==> src/rtl/encoder4to2_arb_pkg.sv <==
// rtl/encoder4to2_arb_pkg.sv - shared constants for the 4-to-2 arbitrating encoder
package encoder4to2_arb_pkg;

    localparam int SRC_N  = 4;
    localparam int CODE_W = 2;

    // Last-granted pointer value out of reset, so the first search starts at source 0.
    localparam logic [CODE_W-1:0] RR_RESET = 2'd3;

endpackage

==> src/rtl/encoder4to2_arb_prienc.sv <==
// rtl/encoder4to2_arb_prienc.sv - rotating priority encoder, search begins at start
module prienc4to2
    import encoder4to2_arb_pkg::*;
(
    input  logic [SRC_N-1:0]  vec,
    input  logic [CODE_W-1:0] start,
    output logic [CODE_W-1:0] code,
    output logic              any
);

    logic [CODE_W-1:0] idx;

    // Walk from the farthest offset back to start so the nearest set bit wins.
    always_comb begin
        code = '0;
        any  = 1'b0;
        idx  = '0;
        for (int k = SRC_N - 1; k >= 0; k--) begin
            idx = start + CODE_W'(k);
            if (vec[idx]) begin
                code = idx;
                any  = 1'b1;
            end
        end
    end

endmodule

==> src/rtl/encoder4to2_arb.sv <==
// rtl/encoder4to2_arb.sv - pending-request encoder with ready/valid output; ENC_ROUND_ROBIN_EN selects round-robin
module encoder4to2_arb
    import encoder4to2_arb_pkg::*;
#(
    parameter int DROP_W = 8
) (
    input  logic              clk,
    input  logic              rst,
    input  logic [SRC_N-1:0]  req,
    input  logic              out_ready,
    output logic              out_valid,
    output logic [CODE_W-1:0] out_code,
    output logic              busy,
    output logic [DROP_W-1:0] drop_cnt
);

    logic [SRC_N-1:0]  pend;
    logic [SRC_N-1:0]  clr;
    logic [CODE_W-1:0] start;
    logic [CODE_W-1:0] sel;
    logic              any;
    logic              grant;
    logic              drop;

`ifdef ENC_ROUND_ROBIN_EN
    logic [CODE_W-1:0] rr_ptr;

    assign start = rr_ptr + CODE_W'(1);

    always_ff @(posedge clk or posedge rst) begin
        if (rst) begin
            rr_ptr <= RR_RESET;
        end else if (grant) begin
            rr_ptr <= sel;
        end
    end
`else
    assign start = '0;
`endif

    prienc4to2 u_prienc (
        .vec   (pend),
        .start (start),
        .code  (sel),
        .any   (any)
    );

    assign grant = any && (!out_valid || out_ready);
    assign clr   = grant ? (SRC_N'(1) << sel) : '0;
    // A new pulse on the bit being granted re-arms it rather than counting as a drop.
    assign drop  = |(req & pend & ~clr);
    assign busy  = (|pend) || out_valid;

    always_ff @(posedge clk or posedge rst) begin
        if (rst) begin
            pend      <= '0;
            out_valid <= 1'b0;
            out_code  <= '0;
            drop_cnt  <= '0;
        end else begin
            pend <= (pend & ~clr) | req;
            if (grant) begin
                out_valid <= 1'b1;
                out_code  <= sel;
            end else if (out_ready) begin
                out_valid <= 1'b0;
            end
            if (drop && (drop_cnt != '1)) begin
                drop_cnt <= drop_cnt + DROP_W'(1);
            end
        end
    end

endmodule
==> config.mk <==
export PLATFORM = sky130hd
export DESIGN_NAME = encoder4to2_arb
export DESIGN_NICKNAME = d
export VERILOG_FILES = /design/src/rtl/encoder4to2_arb_pkg.sv /design/src/rtl/encoder4to2_arb_prienc.sv /design/src/rtl/encoder4to2_arb.sv
export SDC_FILE = /design/constraint.sdc
export NUM_CORES = 1
export LEC_CHECK = 0
export CORE_UTILIZATION = 40
export CTS_CLUSTER_DIAMETER = 100
export DETAILED_ROUTE_END_ITERATION = 8
export PLACE_DENSITY_LB_ADDON = 0.05
export SETUP_SLACK_MARGIN = 0.2
export SKIP_LAST_GASP = 1
export SYNTH_ARGS = -nofsm -noshare
export SYNTH_HDL_FRONTEND = slang
export SYNTH_SLANG_ARGS = --single-unit
==> constraint.sdc <==
create_clock -name clk -period 1.6 [get_ports clk]
set_input_delay 0.32 -clock clk [delete_from_list [all_inputs] [get_ports clk]]
set_output_delay 0.32 -clock clk [all_outputs]
set_load 0.03 [all_outputs]
==> metrics.md <==
| Metric | Value |
|---|---|
| PwrDens | `1364 nW/um^2` |
| Vias per cell | `5.000` |
| Failing checks | `setup timing` |
| Synth Cell Area | `807.0 um^2` |
| Setup TNS | `-1.669 ns` |
| Required @ worst endpoint | `1.77 ns` |
| Final setup margin | `-0.2297 ns` |
| CP max-delay cell | `dfrtp_1` |
| Slew Limit Fails | `0` |
| Post-synth EDFFs | `0` |
| Most common cell after layout, fill and taps aside | `buf_4` |
| Fillers | `146` |
| Initial Utilization | `44.79%` |
| Row count | `15` |
| Fin crit period | `1.830 ns` |
| CTS tree | `built` |
| Multi-input gate area | `480.5 um^2` |
| Largest net degree at the start of global routing | `16` |
| Post-synthesis async set-or-reset flop share | `100.0%` |
| Core Area | `1802 um^2` |
| Most Crowded Layer GR | `met2` |
| Die H | `46.92 um` |
| Top FF cell, synth | `dfrtp_1` |
| Crit path kind | `register to register` |
| Average size of a mapped cell | `11.21 um^2` |
| Area after DPL | `1150 um^2` |
| Antenna cells | `0` |
| Hold slack | `0.3292 ns` |
| Met2 GRT Util | `36.67%` |
| Status | `finished with violations` |
| Max Buffers Root-to-Sink | `2` |
| Die X | `46.92 um` |
| CP peak stage delay | `0.39 ns` |
| Syn Nets | `80` |
| FF+latch area | `381.6 um^2` |
| Count of cell types in the netlist | `28` |
| GR Util met1 | `27.92%` |
| Finished Core Util | `71.46%` |
| Remaining global-route overflow | `0` |
| Register area share after synthesis | `46.51%` |
| Total Power | `1.756 mW` |
| Cells along the critical path | `or2_4, buf_4, nand2b_4, a31oi_4, buf_6, a21oi_4, mux2_4` |
| Final #Nets | `128` |
| First-pass GRT wire length | `3256 um` |
| Initial antenna violation count | `0` |
| RSZ-0062 raised after global routing | `yes` |
| Hold WC Path Type | `primary input to async pin` |
| Most frequent cells in the layout | `buf_4 (19), dfrtp_1 (10), nor2_1 (9)` |
| Max Clk Rate | `546.5 MHz` |
| CTS root buffer | `clkbuf_4` |
| Yosys warns | `0` |
| Clk_lat worst skew | `0.28 ns` |
| Area delta synth->final | `59.53%` |
| Total number of H-tree levels | `1` |
| Share of layout cells above drive strength 1 | `52.10%` |
| Die area | `2201 um^2` |
| IO Count | `19` |
| Drt total wl | `2094 um` |
| Final antenna-violating net count | `0` |
| CTS Buf Count | `3` |
| Final setup viols | `9` |
| Worst rel slew slack | `67.13%` |
| Total track usage | `21.77%` |
| GR Layer Usage met3 | `3.462%` |
| Number of DRC markers in iteration 0 | `8` |
| TritonCTS sink count | `15` |
| Setup crit start kind | `register` |
| Worst EP arrival | `2.00 ns` |
| Final instance area | `1287 um^2` |
| DR WL/cell | `14.54 um` |
| Final Cycle Share | `114.4%` |
| Pre-Repair DR Iteration Count | `3` |
| Clock transition at path regs | `0.09 ns` |
| Final Hold Fails | `0` |
| Vias in the first global route | `718` |
| Seq cells post-synth | `15` |
| Hpwl dp | `1346 um` |
| VDD IR max | `0.9595 mV` |
| Worst Tran Pin Value | `0.4904 ns` |
| Max-Cap Viols | `0` |
| # DRC | `0` |
| Setup Skew | `0.005642 ns` |
| P_leak | `0.5482 nW` |
| CP max FO | `4` |
| DR vias | `720` |
| Syn Inst Count | `72` |
| Gpl congestion | `0.8298` |
| Hold Buf Count CTS | `0` |
| Crit end category | `register` |
| PortBufs | `18` |
## cells by family (layout without fill, tap and decap cells)
family          count (synthesis)  count (layout)  synth area share, %
xor+xnor                        4               4                4.341
flops                          15              15                46.51
fa+ha+maj                       1               1                1.550
compound gates                 19              19                22.79
buf+inv                         3              50                1.395
mux                             3               3                4.496
simple gates                   27              27                18.92
## worst paths after layout
path	start	to	slack, ns	cells past startpoint
max	pend[0]	drop_cnt[1]	-0.23	7
min	rst	pend[1]	0.33	3
max reg2reg	pend[0]	drop_cnt[1]	-0.23	7
min reg2reg	drop_cnt[3]	drop_cnt[3]	0.51	1
max in group asynchronous	rst	drop_cnt[2]	1.07	3
min in group clk	drop_cnt[3]	drop_cnt[3]	0.51	1
## cell usage after synthesis (2+ instances only)
library cell	instances	area, um^2
a21o_1	2	15.01
xor2_1	4	35.03
inv_1	3	11.26
a211oi_1	3	22.52
a21oi_1	3	15.01
dfrtp_1	15	375.4
nand3_1	5	25.02
o21ai_0	3	15.01
a31oi_4	2	42.54
nand2b_1	3	18.77
nor2_1	9	33.78
nand2b_4	2	27.53
nand2_1	3	11.26
## final cells by class
| type | instances | share of cell area (%) |
|---|---|---|
| Tap cell | 25 | 2.430 |
| Sequential cell | 15 | 29.64 |
| Inverter | 3 | 0.8746 |
| Multi-Input combinational cell | 54 | 37.32 |
| Timing Repair Buffer | 43 | 27.70 |
| Clock buffer | 4 | 2.041 |
## flip-flops by register name (all words and copies together), names as in the netlist
name and count:
drop_cnt 8, pend 4, out_code 2, out_valid 1
## where the power goes
part	switching, mW	internal, mW	total [mW]
clock	0.123	0.0967	0.220
sequential	0.138	0.499	0.637
combinational	0.518	0.381	0.899
total	0.779	0.977	1.76
## worst max-delay path, delay by kind of cell, from the launching register on
kind            cells  cell delay (ns)
flops               1             0.39
buf+inv             2             0.28
simple gates        2             0.43
compound gates      2             0.30
mux                 1             0.31
## metrics by stage
stage	instances	setup slack [ns]
6_report	144	-0.2297
5_1_grt	144	-0.2764
4_1_cts	140	-0.2290
3_5_place_dp	132	-0.3938
3_3_place_gp	132	-0.3706
2_1_floorplan	72	-0.03027
## metal layers
metal,up-vias,wire [um]
li1,353,-
met1,354,933
met2,11,1103
met3,2,45
met4,0,12
met5,-,0
## repair_timing
action	in CTS	in global routing
pin swaps	7	3
resized for setup	50	14
setup buffers	4	4
setup endpoints to repair	21	20
gates cloned	0	0
Power figures use the tool's default switching activity.
